===== config.mk =====
export PLATFORM = sky130hd
export DESIGN_NAME = dram_burst_responder
export DESIGN_NICKNAME = d
export VERILOG_FILES = /design/src/rtl/dram_burst_responder.sv
export SDC_FILE = /design/constraint.sdc
export NUM_CORES = 1
export LEC_CHECK = 0
export ABC_AREA = 1
export CORE_MARGIN = 2
export CORE_UTILIZATION = 43
export CTS_BUF_LIST = sky130_fd_sc_hd__clkbuf_8
export CTS_CLUSTER_DIAMETER = 40
export DETAILED_ROUTE_END_ITERATION = 6
export GPL_TIMING_DRIVEN = 0
export HOLD_SLACK_MARGIN = 0.08
export PLACE_DENSITY = 0.84
export SYNTH_ARGS = -nofsm -noshare
export SYNTH_HDL_FRONTEND = slang
export SYNTH_SLANG_ARGS = --single-unit

===== constraint.sdc =====
create_clock -name wb_clk_i -period 1.85 [get_ports wb_clk_i]
set_input_delay 0.555 -clock wb_clk_i [delete_from_list [all_inputs] [get_ports wb_clk_i]]
set_output_delay 0.555 -clock wb_clk_i [all_outputs]
set_load 0.01 [all_outputs]

===== src/rtl/dram_burst_responder.sv =====
// dram_burst_responder
//   Wishbone-side responder in front of a 256-word SDRAM storage array.
//   Accepts a single-cycle request. A read streams BURST_LEN consecutive
//   words after a CAS latency. A write performs one single-word store.
//   Storage is external and reached through a synchronous memory port with
//   a 1-cycle read latency.
//
// Ports
//   wb_clk_i, wb_rst_n        clock, asynchronous active-low reset
//   wbs_stb_i/cyc_i/we_i      request qualifiers (we=1 write, we=0 burst read)
//   wbs_sel_i, wbs_dat_i      write byte enables and write data
//   wbs_adr_i                 [31:22] tag, [9:8] bank, [7:0] byte column
//   wbs_ack_o                 one-cycle acknowledge, both reads and writes
//   burst_en_o, wbs_dat_o     burst word valid and burst read data
//   mem_en, mem_we, mem_addr  storage read/write enables, word address
//   mem_wdata, mem_wstrb      storage write data and byte strobes
//   mem_rdata                 storage read data, one cycle after mem_en
module dram_burst_responder #(
    parameter int         BURST_LEN = 4,
    parameter int         CAS_LAT   = 2,
    parameter logic [9:0] ADR_TAG   = 10'h1E0
) (
    input  logic        wb_clk_i,
    input  logic        wb_rst_n,
    input  logic        wbs_stb_i,
    input  logic        wbs_cyc_i,
    input  logic        wbs_we_i,
    input  logic [3:0]  wbs_sel_i,
    input  logic [31:0] wbs_adr_i,
    input  logic [31:0] wbs_dat_i,
    output logic        wbs_ack_o,
    output logic        burst_en_o,
    output logic [31:0] wbs_dat_o,
    output logic        mem_en,
    output logic        mem_we,
    output logic [7:0]  mem_addr,
    output logic [31:0] mem_wdata,
    output logic [3:0]  mem_wstrb,
    input  logic [31:0] mem_rdata
);

    typedef enum logic [1:0] {IDLE, ACK, WAIT, BURST} state_t;

    // Cycle indices relative to the request cycle T (T+1 is the ack cycle).
    localparam logic [4:0] EN_LO = 5'(CAS_LAT);
    localparam logic [4:0] EN_HI = 5'(CAS_LAT + BURST_LEN - 1);
    localparam logic [4:0] BU_LO = 5'(CAS_LAT + 2);
    localparam logic [4:0] BU_HI = 5'(CAS_LAT + BURST_LEN + 1);
    localparam logic [4:0] DONE  = 5'(CAS_LAT + BURST_LEN + 2);

    state_t      state_q;
    logic [4:0]  cnt_q, cnt_d;
    logic [1:0]  bank_q;
    logic [5:0]  word_q;      // column word index of the next read issue
    logic        we_q;
    logic        req;
    logic        en_d, bst_d;

    logic        ack_q, bst_q, en_q, we_out_q;
    logic [31:0] dat_q, wdata_q;
    logic [7:0]  addr_q;
    logic [3:0]  wstrb_q;

    logic        unused_adr;
    assign unused_adr = ^{wbs_adr_i[21:10], wbs_adr_i[1:0]};

    always_comb begin
        req   = wbs_stb_i & wbs_cyc_i & (wbs_adr_i[31:22] == ADR_TAG);
        // cnt_d is the index of the cycle whose outputs are being registered.
        cnt_d = (state_q == IDLE) ? 5'd1 : cnt_q + 5'd1;
        en_d  = (cnt_d >= EN_LO) && (cnt_d <= EN_HI);
        bst_d = (cnt_d >= BU_LO) && (cnt_d <= BU_HI);
    end

    always_ff @(posedge wb_clk_i or negedge wb_rst_n) begin
        if (!wb_rst_n) begin
            state_q  <= IDLE;
            cnt_q    <= '0;
            bank_q   <= '0;
            word_q   <= '0;
            we_q     <= 1'b0;
            ack_q    <= 1'b0;
            bst_q    <= 1'b0;
            en_q     <= 1'b0;
            we_out_q <= 1'b0;
            dat_q    <= '0;
            wdata_q  <= '0;
            addr_q   <= '0;
            wstrb_q  <= '0;
        end else begin
            ack_q    <= 1'b0;
            bst_q    <= 1'b0;
            en_q     <= 1'b0;
            we_out_q <= 1'b0;
            case (state_q)
                IDLE: begin
                    if (req) begin
                        state_q <= ACK;
                        cnt_q   <= cnt_d;
                        ack_q   <= 1'b1;
                        bank_q  <= wbs_adr_i[9:8];
                        we_q    <= wbs_we_i;
                        word_q  <= wbs_adr_i[7:2];
                        if (wbs_we_i) begin
                            we_out_q <= 1'b1;
                            addr_q   <= wbs_adr_i[9:2];
                            wdata_q  <= wbs_dat_i;
                            wstrb_q  <= wbs_sel_i;
                        end else if (en_d) begin
                            // CAS_LAT==1: first read issues alongside the ack.
                            en_q   <= 1'b1;
                            addr_q <= wbs_adr_i[9:2];
                            word_q <= wbs_adr_i[7:2] + 6'd1;
                        end
                    end
                end
                default: begin
                    if (we_q) begin
                        state_q <= IDLE;
                    end else begin
                        cnt_q <= cnt_d;
                        if (en_d) begin
                            // 6-bit word index wraps the column inside the bank.
                            en_q   <= 1'b1;
                            addr_q <= {bank_q, word_q};
                            word_q <= word_q + 6'd1;
                        end
                        if (bst_d) begin
                            bst_q <= 1'b1;
                            dat_q <= mem_rdata;
                        end
                        if (cnt_d == DONE) state_q <= IDLE;
                        else if (bst_d)    state_q <= BURST;
                        else               state_q <= WAIT;
                    end
                end
            endcase
        end
    end

    assign wbs_ack_o  = ack_q;
    assign burst_en_o = bst_q;
    assign wbs_dat_o  = dat_q;
    assign mem_en     = en_q;
    assign mem_we     = we_out_q;
    assign mem_addr   = addr_q;
    assign mem_wdata  = wdata_q;
    assign mem_wstrb  = wstrb_q;

endmodule

== After elaboration in Yosys (flattened, before gate mapping) ==
Cells that the tools add are included.
Storage, ports and cells
  input port bits: 105
  flip-flop bits (word level): 96
  logic and storage cells: 73
Cells by class
  muxes and demuxes: 34
  reduce and logical (&&, ||, !) cells: 11
  add/subtract/negate cells: 3
  order comparisons: 4
  equal/unequal tests: 4
  bitwise gates (word level): 4
Operators with widths (number)
  two-way mux 8 bit: 6
  two-way mux 6 bit: 6
  two-way mux 5 bit: 4
  two-way mux 1 bit: 14
  adder 6 x 1 -> 6 bit (second input constant): 2
  == test 10 x 9 -> 1 bit (second input constant): 1
  less-or-equal comparator 5 x 3 -> 1 bit (second input constant): 2
  AND reduction 3 bit: 3
  two-way mux 2 bit: 4
  adder 5 x 1 -> 5 bit (second input constant): 1
  == test 5 x 4 -> 1 bit (second input constant): 1
  greater-or-equal comparator 5 x 2 -> 1 bit (second input constant): 1
  greater-or-equal comparator 5 x 3 -> 1 bit (second input constant): 1
  AND reduction 2 bit: 2
  AND reduction 4 bit: 1
  nonzero test 2 bit: 2
  bitwise AND 1 bit: 2
  logical AND 1 bit: 2
  logical NOT 2 bit: 1
  inequality test 2 x 1 -> 1 bit (second input constant): 1
  inequality test 2 bit (second input constant): 1
  inverter 1 bit: 2

== Longest topological paths before layout ==
  depth in word-level cells: 8
  gate-level depth with buffers: 10

== Least setup slack after synthesis ==
No wires, ideal clock.
  kind: input-to-reg
  start: input port wbs_adr_i[25]
  end: register wdata_q[10] (netlist: mem_wdata[10])
  setup slack: 162 ps
  data arrival time: 1571 ps
  cell stages on the path: 9
  buffers on the path: 2
  cells stage by stage: or2_0 > nor3_1 > nand2_1 > clkinv_2 > nand2_2 > buf_6 > buf_6 > nand2_1 > nand2_1
On the way
  longest elaborated chain between the ends: 3
RTL lines
  start, declared: RTL line 29  | input logic [31:0] wbs_adr_i,
  == test 10 x 9 -> 1 bit: RTL line 68  | req = wbs_stb_i & wbs_cyc_i & (wbs_adr_i[31:22] == ADR_TAG);
  bitwise AND 1 bit: RTL line 68
  AND reduction 3 bit (no source line)
  end signal, assigned: RTL line 107  | wdata_q <= wbs_dat_i;
  end, declared: RTL line 60  | logic [31:0] dat_q, wdata_q;
No other way between the ends.
A chain may end at the register's enable or synchronous reset.

== Worst setup path after layout ==
  start: input port wbs_adr_i[27]
  end: register wdata_q[16] (netlist: mem_wdata[16])
Same word-level chain as after synthesis.

==> results_dict.tcl <==
set metrics [dict create \
    period_needed_ns 1.85 \
    timing.critical_path.arrival_ns 2.11 \
    final.setup.tns_ns -0.00331 \
    cell_area_reported_after_detailed_placement_mm2 0.00587 \
    synth-main-ff-cell "sky130_fd_sc_hd__dfrtp_1" \
    synth_largest_area_cell "sky130_fd_sc_hd__dfrtp_1" \
    fin_area_mm2 0.00652 \
    floorplan.die.width_um 101 \
    cts_htree_levels 3 \
    regToRegStartpoint "state_q[1]" \
    worst_setup_path_startpoint "wbs_adr_i[27]" \
    drt_first_pass_iters 4 \
    synth-seq-area-share_pct 60.0 \
    mappedNetlistArea_mm2 0.00401 \
    worst-endpoint-required_ns 2.11 \
    timing.max_cap.violations 0 \
    synth.most_common_cell "sky130_fd_sc_hd__nand2_1" \
    initial_core_util_pct 43.8 \
    setup.reg_to_reg.worst_slack_ns 0.17 \
    layout.nets 780 \
    startpoint_class_of_the_critical_path "input pin" \
    number_of_buffers_created_by_cts 9 \
    final_gp_congestion 0.798 \
    antenna_found_initial 0 \
    post-route-period-util_pct 100 \
    die_height_um 101 \
    post_route_cells_drive_above_1_share_pct 11.7 \
    number_of_synthesized_flops_with_an_enable_pin 0 \
    cts_sinks 96 \
    timing.max_slew.rel_slack_pct 68.6 \
    power_density_mw_per_mm2 1260 \
    wl_per_cell_um 14.1 \
    avg_cell_area_syn_um2 8.43 \
    layout.cells.non_filler 789 \
    worst_slew_pin_slew_ns 0.471 \
    criticalPathCategory "input pin to flop" \
    ir_worst_vdd_v 0.000994 \
    timing.clock.skew_ns 0.0145 \
    netlist-cell-type-count 23 \
    remaining_drc_errors 0 \
    dpl.hpwl_mm 7.80 \
    crit_path_max_fanout 6 \
    synth_warn 0 \
    failed_checks "negative setup slack" \
    status "finished, violations left" \
    postSynthRegisterBits 96 \
    std_cell_rows 35 \
    post_synth_most_frequent_cells "sky130_fd_sc_hd__nand2_1 (274), sky130_fd_sc_hd__dfrtp_1 (96), sky130_fd_sc_hd__nand3_1 (22)" \
    cts_hold_buffers 0 \
    count_of_input_and_output_buffers 170 \
    hold_class "input pin to async pin" \
    fp.coreArea_mm2 0.00915 \
    postLayoutCoreUtil_pct 71.2 \
    wirelength_mm 11.1 \
    layout-area-overhead-vs-synth_pct 62.8 \
    fillCellCount 693 \
    cts.root.buffer_cell "sky130_fd_sc_hd__clkbuf_8" \
    pin_count_of_the_biggest_net_entering_global_routing 63 \
    track_usage_pct 21.2 \
    cellLeakagePower_nw 4.03 \
    netlist_instances 475 \
    finalHoldViolations 0 \
    synth_top_cells_by_area "sky130_fd_sc_hd__dfrtp_1 (60%), sky130_fd_sc_hd__nand2_1 (26%), sky130_fd_sc_hd__nand3_1 (2.7%)" \
    fp.dieArea_mm2 0.0101 \
    detailroute.via_count 3840 \
    final_critical_path_setup_slack_ns -0.00331 \
    drv_slew 0 \
    drt-initial-drc-count 93 \
    worstSetupEndpointType "flop" \
    via_per_instance_ratio 4.87 \
    dp_cells 757 \
    grt_pass1_wl_mm 17.1 \
    fin_hold_ws_ns 0.140 \
    synth.top_cell.area_share_pct 60.0 \
    first_global_vias 3789 \
    path_clk_slew_ns 0.10 \
    fmax_mhz 540 \
    cts_tree "built" \
    antenna-diode-count 0 \
    io_pins 185 \
    setup_failing_eps_final 1 \
    asyncSetResetFlopFracSynth_pct 100 \
    ant_nets 0 \
    syn_nets 582 \
    worstSkewPairLatency_ns 0.36 \
    cts_buffer_depth 2 \
    globalRoute.totalOverflow 0 \
]
area by class of cell:
cell class	instances	area [um^2]	share of cell area, %
clock inverters	6	65.1	0.998
plain buffers	17	171	2.63
well taps	111	139	2.13
flip-flops and latches	96	2400	36.9
multi-input cells	342	1500	22.9
inverters	20	85.1	1.31
clock buffers	10	138	2.11
repair buffers	187	2020	31.0
placed cells by master (no fill, tap or decap), types with 3 or more instances in the layout:
cell type and count:
sky130_fd_sc_hd__clkbuf_8 10, sky130_fd_sc_hd__clkbuf_16 3, sky130_fd_sc_hd__buf_6 4, sky130_fd_sc_hd__dlygate4sd2_1 16
sky130_fd_sc_hd__clkbuf_2 3, sky130_fd_sc_hd__clkdlybuf4s50_1 103, sky130_fd_sc_hd__nand4_1 5, sky130_fd_sc_hd__nand2_2 11
sky130_fd_sc_hd__nand3_1 21, sky130_fd_sc_hd__dfrtp_1 95, sky130_fd_sc_hd__nor2_1 8, sky130_fd_sc_hd__nand2_4 4
sky130_fd_sc_hd__dlymetal6s2s_1 50, sky130_fd_sc_hd__buf_4 12, sky130_fd_sc_hd__nand2_1 263, sky130_fd_sc_hd__a21oi_1 4
sky130_fd_sc_hd__o21ai_0 14, sky130_fd_sc_hd__buf_8 5, sky130_fd_sc_hd__inv_2 4, sky130_fd_sc_hd__inv_1 14
sky130_fd_sc_hd__inv_6 3
power breakdown:
| group | internal (mW) | switching [mW] |
|---|---|---|
| logic | 1.68 | 2.06 |
| clock network | 0.668 | 0.727 |
| registers | 2.69 | 0.359 |
| total | 5.04 | 3.14 |
layer usage:
layer  wire (um)  up-vias  global-route usage (%)
met2        5740      125                    37.6
met1        4240     1836                    24.4
met4         217        0                    6.01
met3         893       16                    7.28
li1            -     1863                       -
met5           0        -                       0
path summary, 6_finish.rpt:
kind,to,cells past startpoint
min in group wb_clk_i,mem_addr[5],2
max,mem_wdata[16],11
max in group asynchronous,cnt_q[0],2
max reg2reg,mem_wdata[16],11
min,wbs_dat_o[28],1
min reg2reg,mem_addr[5],2
logic make-up after synthesis:
| kind of cell | after synthesis | share of synthesized area (%) |
|---|---|---|
| AOI/OAI and AO/OA | 20 | 2.75 |
| adders and majority gates | 2 | 0.625 |
| buffers and inverters | 37 | 4.90 |
| DFF | 96 | 60.0 |
| and+or+nand+nor | 320 | 31.7 |
worst max-delay path, cell delays in order:
cell	delay, ns
sky130_fd_sc_hd__clkdlybuf4s50_1	0.47
sky130_fd_sc_hd__nand2_1	0.06
sky130_fd_sc_hd__nor3_2	0.19
sky130_fd_sc_hd__nand2_2	0.13
sky130_fd_sc_hd__inv_4	0.09
sky130_fd_sc_hd__nand2_4	0.06
sky130_fd_sc_hd__buf_12	0.15
sky130_fd_sc_hd__buf_8	0.13
sky130_fd_sc_hd__clkbuf_16	0.14
sky130_fd_sc_hd__nand2_1	0.06
sky130_fd_sc_hd__nand2_1	0.06
through the flow:
stage          setup WS [ns]  total power, mW
2_1_floorplan          0.162             5.04
3_3_place_gp           -3.24             6.51
3_5_place_dp          -0.464             6.65
4_1_cts             0.000528             8.04
5_1_grt              -0.0408             8.86
6_report            -0.00331             8.18
state kept, by name (all words and copies together) (netlist names):
name        flops
state_q         2
cnt_q           5
mem_we          1
word_q          6
wbs_dat_o      32
burst_en_o      1
mem_en          1
mem_wdata      32
we_q            1
mem_wstrb       4
mem_addr        8
wbs_ack_o       1
bank_q          2
repair_timing:
item                       in CTS  in global routing
pin swaps                       0                 13
resized for setup              20                 95
setup endpoints to repair      57                120
setup buffers                   2                 11
cloned                          0                  3
Note: power is estimated with default switching activity, not from simulation.
